[src/rtl/conv_window_gen.sv]
// KxK sliding-window generator: K-1 line buffers feed a KxK register window over a raster pixel stream.
// Optional macro WINDOW_STRIDE2_EN restricts window_valid to stride-2 output positions.
module conv_window_gen #(
  parameter int unsigned DATA_W = 8,
  parameter int unsigned K      = 5,
  parameter int unsigned IMG_W  = 28,
  parameter int unsigned IMG_H  = 28
) (
  input  logic                         clk,
  input  logic                         rst,
  input  logic                         valid_in,
  input  logic [DATA_W-1:0]            pixel_in,
  output logic [K*K*DATA_W-1:0]        window,
  output logic                         window_valid,
  output logic [$clog2(IMG_H)-1:0]     out_row,
  output logic [$clog2(IMG_W)-1:0]     out_col,
  output logic                         frame_done
);

  localparam int unsigned RW  = $clog2(IMG_H);
  localparam int unsigned CW  = $clog2(IMG_W);
  localparam int unsigned NLB = K - 1;

  logic [DATA_W-1:0] lb [NLB][IMG_W];
  logic [DATA_W-1:0] tap [K];
  logic [RW-1:0]     row;
  logic [CW-1:0]     col;
  logic              accept;
  logic              last_col;
  logic              last_row;
  logic              win_pos;
  logic              hit;
  logic [RW-1:0]     rdiff;
  logic [CW-1:0]     cdiff;
  logic [RW-1:0]     nxt_orow;
  logic [CW-1:0]     nxt_ocol;

  assign accept   = valid_in && !rst;
  assign last_col = (col == CW'(IMG_W - 1));
  assign last_row = (row == RW'(IMG_H - 1));
  assign win_pos  = (row >= RW'(K - 1)) && (col >= CW'(K - 1));
  assign rdiff    = row - RW'(K - 1);
  assign cdiff    = col - CW'(K - 1);

`ifdef WINDOW_STRIDE2_EN
  assign hit      = win_pos && !rdiff[0] && !cdiff[0];
  assign nxt_orow = rdiff >> 1;
  assign nxt_ocol = cdiff >> 1;
`else
  assign hit      = win_pos;
  assign nxt_orow = rdiff;
  assign nxt_ocol = cdiff;
`endif

  // tap[0] is the incoming pixel, tap[k] the pixel k rows above it in the same column
  always_comb begin
    tap[0] = pixel_in;
    for (int k = 1; k < int'(K); k++) begin
      tap[k] = lb[k-1][col];
    end
  end

  // Line buffers are not reset; stale contents are masked by the row/col validity rule
  always_ff @(posedge clk) begin
    if (accept) begin
      for (int j = 0; j < int'(NLB); j++) begin
        lb[j][col] <= tap[j];
      end
    end
  end

  always_ff @(posedge clk) begin
    if (rst) begin
      window       <= '0;
      window_valid <= 1'b0;
      out_row      <= '0;
      out_col      <= '0;
      frame_done   <= 1'b0;
      row          <= '0;
      col          <= '0;
    end else if (valid_in) begin
      for (int r = 0; r < int'(K); r++) begin
        for (int c = 0; c < int'(K) - 1; c++) begin
          window[(r*K+c)*DATA_W +: DATA_W] <= window[(r*K+c+1)*DATA_W +: DATA_W];
        end
        window[(r*K+K-1)*DATA_W +: DATA_W] <= tap[K-1-r];
      end
      window_valid <= hit;
      frame_done   <= last_row && last_col;
      if (hit) begin
        out_row <= nxt_orow;
        out_col <= nxt_ocol;
      end
      if (last_col) begin
        col <= '0;
        row <= last_row ? '0 : row + RW'(1);
      end else begin
        col <= col + CW'(1);
      end
    end else begin
      window_valid <= 1'b0;
      frame_done   <= 1'b0;
    end
  end

endmodule

[config.mk]
export PLATFORM = sky130hd
export DESIGN_NAME = conv_window_gen
export DESIGN_NICKNAME = d
export VERILOG_FILES = /design/src/rtl/conv_window_gen.sv
export SDC_FILE = /design/constraint.sdc
export NUM_CORES = 1
export LEC_CHECK = 0
export BUFFER_PORTS_ARGS = -buffer_cell sky130_fd_sc_hd__buf_4
export CAP_MARGIN = 10
export CORE_UTILIZATION = 55
export DETAILED_ROUTE_END_ITERATION = 16
export MAX_ROUTING_LAYER = met4
export PLACE_DENSITY = 0.73
export SYNTH_ARGS = -nofsm -noshare
export SYNTH_HDL_FRONTEND = slang
export SYNTH_SLANG_ARGS = --single-unit
[constraint.sdc]
create_clock -name clk -period 7.8 [get_ports clk]
set_clock_uncertainty 0.1 [all_clocks]
set_input_delay 0.78 -clock clk [delete_from_list [all_inputs] [get_ports clk]]
set_output_delay 0.78 -clock clk [all_outputs]
set_load 0.005 [all_outputs]
==> reports/results.ini, run 1 <==
[synth]
yosys-top-cells-area = edfxtp_1, mux2i_1, dfxtp_1
yosysTopAreaCell = edfxtp_1
async_flop_share = 0
ys_seq_area_frac = 0.7341
synth-simple-area-share = 0.04524
synth.distinct_cells = 58
synth_seq_cells = 1118
yosysWarnings = 0
synth-compound-area-share = 0.04676
syn_avg_cell_area_um2 = 16.77
syn-instance-count = 2546
synth-main-ff-cell = edfxtp_1
synth_xor_area_frac = 0.001025
netlist_area_mm2 = 0.04270
synthMuxAreaShare = 0.1484
synth-adder-area-share = 0.004102
synth_edf_count = 896
synth_top_area_share = 0.6300
syn_nets = 2571
synth_top_family_by_area = multiplexers

[final_layout]
drive_gt1_frac = 0.1989
layout_commonest_cell = edfxtp_1
nNetsFinal = 2807
final_cell_mix = edfxtp_1, mux2i_1, buf_4
syn_to_final_growth_pct = 15.01
final_cells = 3903

[power_and_ir_drop]
power_density_mw_per_mm2 = 259.5
finalPower_mw = 12.74
p_leak_nw = 16.61
vdd_drop_max_mv = 0.2047

[grt]
antenna_found_initial = 2
grt.overflow.total = 0
grt_pass1_vias = 23590
grt_max_degree = 119
grt_usage = 0.2887
grt_pass1_wl_um = 157900

[setup_path]
reg2reg_depth = 6
critPathTopFamily = simple AND/OR/NAND/NOR gates
worstPathMaxFanout = 39
critical_path_arrival_ps = 4760
critical_path_buf_inv_count = 2
path_common_cell = buf_4
crit_path_end_kind = flip-flop
path_class = flip-flop to flip-flop
start_kind = flip-flop
crit_cells = 6
cpPeakStageDelay_ps = 930
critPathRequiredTime_ps = 7770
cp_cell_sequence = buf_4 > nand4bb_1 > buf_4 > o22ai_1 > nor4_1 > nand3_1
cpMaxStageDelayCell = nand3_1

[route]
via_count = 24540
wire_per_inst_um = 28.47
viasPerCell = 6.287
antenna_left = 0
highest-signal-layer = met4
drt_iter0_markers = 2913
routed_wl_um = 111100
drcViolationCount = 0
met1_length_um = 43240
drt_pass1_iterations = 6
wl_met3_um = 11190
wl_met2_um = 52620

[timing]
tightest_slew_ps = 1218
period_minus_slack_ps = 4796
fmax_mhz = 208.5
drv_slew = 0
hold_viol = 0
holdWs_ps = 364.7
setup_viol = 0
fin_ws_ps = 3004
grt_setup_unrepaired = false
finalCritPeriodShare = 0.6148
slew-limit-headroom = 0.1855
setup_tns_ps = 0

[die]
die_x_um = 280.7
std_cell_rows = 101
core_area_mm2 = 0.07633
die_area_mm2 = 0.07876
initial_core_util = 0.5595
fp.dieH_um = 280.7
pin_count = 223

[place]
gp_congestion = 0.8576
dpl.hpwl_um = 65010
dp_cells = 3701
post-place-ws_ps = 3136
place.port_buffers = 222

[clock_network]
clock_path_buffers = 3
h-tree-depth = 3
cts_buffers = 109
cts_sinks = 1118
postCtsResizedCells = 0
post-cts-setup-buffers = 0
holdBufCountCts = 0
cts_tree = done
cts-root-buf = clkbuf_16
insertion_delay_ps = 690
clkTransAtPathRegs_ps = 60

[worst_hold_path]
hold_class = flip-flop to flip-flop
min_path_cells = 2

[job]
drv_cap = 0

[outcome]
status = finished, final reports clean

==> stage by stage <==
stage	utilization	instance area, um2
after floorplan	-	42700
after global placement	0.5966	45540
after detailed placement	0.5966	45540
after CTS	0.6434	49110
after global routing	0.6435	49110
final	0.6435	49110
==> cell families after synthesis <==
logic type	after synthesis
flip-flops	1118
multiplexers	557
AND/OR/NAND/NOR	419
AO/OA/AOI/OAI	267
buffers and inverters	166
adder cells (fa/ha/maj)	14
XOR/XNOR	5
==> flip-flops by register name, indices dropped and copies added, names as in the netlist <==
| signal | cells |
|---|---|
| out_row | 5 |
| col | 5 |
| out_col | 5 |
| lb | 896 |
| window_valid | 1 |
| frame_done | 1 |
| row | 5 |
| window | 200 |
==> per-layer routing <==
metal | GRT usage | vias to the layer above
met3 | 0.05886 | 263
li1 | - | 10450
met5 | - | -
met2 | 0.4487 | 1365
met4 | 0.1076 | 0
met1 | 0.3778 | 12460
==> area by class of cell <==
cell class | count | area (um2)
Antenna cell | 2 | 5.005
Tap cell | 1030 | 1289
Sequential cell | 1118 | 31360
Fill cell | 5278 | 27210
Multi-Input combinational cell | 1262 | 10710
Clock buffer | 139 | 2903
Timing Repair Buffer | 281 | 2148
Clock inverter | 61 | 666.9
Inverter | 10 | 37.54
==> worst paths after layout <==
check | start | end | slack, ps
hold / removal | out_col[1]$_SDFFE_PP0P_ | out_col[1]$_SDFFE_PP0P_ | 360
setup reg to reg | col[0]$_SDFFE_PP0P_ | lb[2][179]$_DFFE_PP_ | 3000
setup / recovery | col[0]$_SDFFE_PP0P_ | lb[2][179]$_DFFE_PP_ | 3000
hold reg to reg | out_col[1]$_SDFFE_PP0P_ | out_col[1]$_SDFFE_PP0P_ | 360
==> cell usage after synthesis (11+ instances only) <==
library cell  number
nand2_1           53
buf_2             71
a31oi_1           31
nand3_1           55
a311oi_1          18
buf_4             19
mux4_2            61
nor2_1           238
mux2i_1          496
dfxtp_1          222
o22ai_1           90
a21oi_1           11
clkbuf_1          47
o22ai_2           12
a22oi_1           59
nor4_1            23
ha_1              14
buf_6             11
edfxtp_1         896
==> tightest hold or removal path: stages, from the launching register on <==
cell and delay, ps:
dfxtp_1 310, nand2_1 50, a21oi_1 60
==> power breakdown <==
| group | internal [mW] | switching (mW) | leakage (nW) |
|---|---|---|---|
| logic | 0.278 | 0.513 | 5.00 |
| registers | 6.64 | 0.0857 | 9.87 |
| clock network | 3.03 | 2.20 | 1.74 |
(Power assumes the default switching activity.)
==> run 2, diff against run 1 <==
--- a/config.mk
+++ b/config.mk
@@ -5,6 +5,7 @@
 export SDC_FILE = /design/constraint.sdc
 export NUM_CORES = 1
 export LEC_CHECK = 0
+export ABC_AREA = 1
 export BUFFER_PORTS_ARGS = -buffer_cell sky130_fd_sc_hd__buf_4
 export CAP_MARGIN = 10
 export CORE_UTILIZATION = 55
==> constraint.sdc (replaced) <==
create_clock -name clk -period 4.7 [get_ports clk]
set_clock_uncertainty 0.1 [all_clocks]
set_input_delay 0.47 -clock clk [delete_from_list [all_inputs] [get_ports clk]]
set_output_delay 0.47 -clock clk [all_outputs]
set_load 0.005 [all_outputs]
==> run 2 against run 1 <==
Compared with the run above:
- wire length increased by 9.2%
- critical path depth unchanged
- clock power grew 65%
- flip-flop and latch count unchanged
- critical endpoint is now lb[3][101]$_DFFE_PP_
- design area increased by 6.7%
- register-to-register slack lost 1700 ps
==> reports/results.ini, run 2 <==
[die]
fp.dieH_um = 290.0  ; +3.3%
die_area_mm2 = 0.08411  ; +6.8%
pin_count = 223  ; unchanged
core_area_mm2 = 0.08211  ; +7.6%
initial_core_util = 0.5556  ; -0.003846
die_x_um = 290.0  ; +3.3%
std_cell_rows = 105  ; +4.0%

[synth]
yosysWarnings = 0  ; unchanged
ys_seq_area_frac = 0.6871  ; -0.04697
netlist_area_mm2 = 0.04562  ; +6.8%
ys_top_cells_by_count = nand2_1, edfxtp_1, nor2_1
synth_edf_count = 896  ; unchanged
yosys-top-cells-area = edfxtp_1, nand2_1, dfxtp_1
synth.distinct_cells = 26  ; -55%
synth.most_common_cell = nand2_1
syn_nets = 4622  ; +80%
async_flop_share = 0  ; unchanged
synth_top_area_share = 0.5897  ; -0.04031
yosysTopAreaCell = edfxtp_1
synth-main-ff-cell = edfxtp_1
synth_seq_cells = 1118  ; unchanged
syn_avg_cell_area_um2 = 9.925  ; -41%
syn-instance-count = 4597  ; +81%

[grt]
grt.overflow.total = 0  ; unchanged
antenna_found_initial = 2  ; unchanged
grt_pass1_wl_um = 184400  ; +17%
grt_usage = 0.2960  ; +0.007339
grt_max_degree = 200  ; +68%
grt_pass1_vias = 30690  ; +30%

[clock_network]
post-cts-setup-buffers = 0  ; unchanged
cts_buffers = 108  ; -0.92%
cts_sinks = 1118  ; unchanged
holdBufCountCts = 0  ; unchanged
postCtsResizedCells = 0  ; unchanged
cts-root-buf = clkbuf_16
h-tree-depth = 3  ; unchanged
clkTransAtPathRegs_ps = 60  ; about the same
insertion_delay_ps = 690  ; about the same
clock_path_buffers = 3  ; unchanged
cts_tree = done

[place]
post-place-ws_ps = 1300  ; -1836 ps
dpl.hpwl_um = 70460  ; +8.4%
gp_congestion = 0.8693  ; +1.4%
place.port_buffers = 222  ; unchanged

[timing]
period_minus_slack_ps = 3439  ; -1356 ps
grt_setup_unrepaired = false
setup_viol = 0  ; unchanged
slew-limit-headroom = 0.2175  ; +0.03205
drv_slew = 0  ; unchanged
tightest_slew_ps = 1171  ; -47.50 ps
setup_tns_ps = 0  ; unchanged
finalCritPeriodShare = 0.7317  ; +0.1169
holdWs_ps = 83.60  ; -281.1 ps
fin_ws_ps = 1261  ; -1744 ps
hold_viol = 0  ; unchanged
fmax_mhz = 290.8  ; +39%

[outcome]
status = finished, final reports clean

[power_and_ir_drop]
pwr-share-seq = 0.516  ; -0.012
p_leak_nw = 22.19  ; +34%
p_comb_frac = 0.084  ; +0.022
vdd_drop_max_mv = 0.2994  ; +46%
power_density_mw_per_mm2 = 412.8  ; +59%
p_sw_mw = 5.095  ; +82%
finalPower_mw = 21.63  ; +70%
swShare = 0.2355  ; +0.01625
clkPwrFrac = 0.399  ; -0.011
p_int_mw = 16.54  ; +66%

[route]
drt_iter0_markers = 3978  ; +37%
viasPerCell = 5.493  ; -13%
antenna_left = 0  ; unchanged
highest-signal-layer = met4
wl_met3_um = 12220  ; +9.3%
met1_length_um = 48200  ; +11%
wire_per_inst_um = 20.43  ; -28%
drt_pass1_iterations = 6  ; unchanged
via_count = 32620  ; +33%
drcViolationCount = 0  ; unchanged
routed_wl_um = 121300  ; +9.2%
wl_met2_um = 57010  ; +8.3%

[setup_path]
critical_path_buf_inv_count = 4  ; +2
worstPathMaxFanout = 33  ; -15%
cpPeakStageDelay_ps = 720  ; -210 ps
crit_path_end_kind = flip-flop
critical_path_arrival_ps = 3720  ; -1040 ps
crit_start = col[2]$_SDFFE_PP0P_
cp_cell_sequence = inv_1 > nor3_4 > buf_4 > inv_1 > nor2_4 > buf_4
cpMaxStageDelayCell = dfxtp_1
critPathTopFamily = buffers and inverters
reg2reg_from = col[2]$_SDFFE_PP0P_
critPathRequiredTime_ps = 4980  ; -2790 ps
start_kind = flip-flop
path_class = flip-flop to flip-flop

[final_layout]
syn_to_final_growth_pct = 14.85
regMostFlops = lb
top_regs = lb (896), window (200)
nNetsFinal = 4805  ; +71%
fin_util = 0.6382  ; -0.005279
n_antenna_cell = 0  ; -2
layout_commonest_cell = nand2_1
final_cell_mix = nand2_1, edfxtp_1, nor2_1
drive_gt1_frac = 0.1050  ; -0.09391
largest_register_ffs = 896  ; unchanged

[worst_hold_path]
hold_class = primary input to flip-flop
min-delay-start = rst

[job]
drv_cap = 0  ; unchanged

## run 2: area by class of cell
type	instances	area (um2)
clock inverters	50	503.0
multi-input cells	2703	11480
well taps	1070	1339
repair buffers	313	2666
flip-flops and latches	1118	31360
fillers	6150	29710
inverters	536	2034
clock buffers	148	3019
## run 2: stage by stage
stage	std cells	area, um2
after floorplan	4597	45620
after global placement	5740	48880
after detailed placement	5740	48880
after CTS	5938	52400
after global routing	5938	52400
final	5938	52400
## run 2: cells by family after synthesis
family                   after synthesis  share of synthesized area
XOR/XNOR                               3                  0.0005760
AND/OR/NAND/NOR                     2367                     0.2068
flip-flops                          1118                     0.6871
adder cells (fa/ha/maj)               14                   0.003839
buffers and inverters                776                    0.06664
AO/OA/AOI/OAI                        319                    0.03502
## run 2: final timing paths
path / end / slack, ps / cells past startpoint
max: lb[3][101]$_DFFE_PP_ / 1260 / 6
min: window_valid$_SDFF_PN0_ / 80 / 2
max reg2reg: lb[3][101]$_DFFE_PP_ / 1260 / 6
min reg2reg: window[47]$_SDFFE_PP0P_ / 390 / 2
## run 2: power by group through the flow
stage / clock, mW / sequential [mW] / combinational [mW]
after floorplan: 0 / 11.3 / 1.02
after global placement: 0 / 11.4 / 1.76
after detailed placement: 0 / 11.4 / 1.79
after CTS: 8.70 / 11.2 / 1.80
after global routing: 9.08 / 11.2 / 1.99
final: 8.64 / 11.2 / 1.82
## run 2: per-layer routing
| layer | vias to the layer above | global-route usage |
|---|---|---|
| li1 | 15190 | - |
| met1 | 15450 | 0.3941 |
| met2 | 1742 | 0.4668 |
| met3 | 233 | 0.04458 |
| met4 | 0 | 0.1022 |
| met5 | - | - |
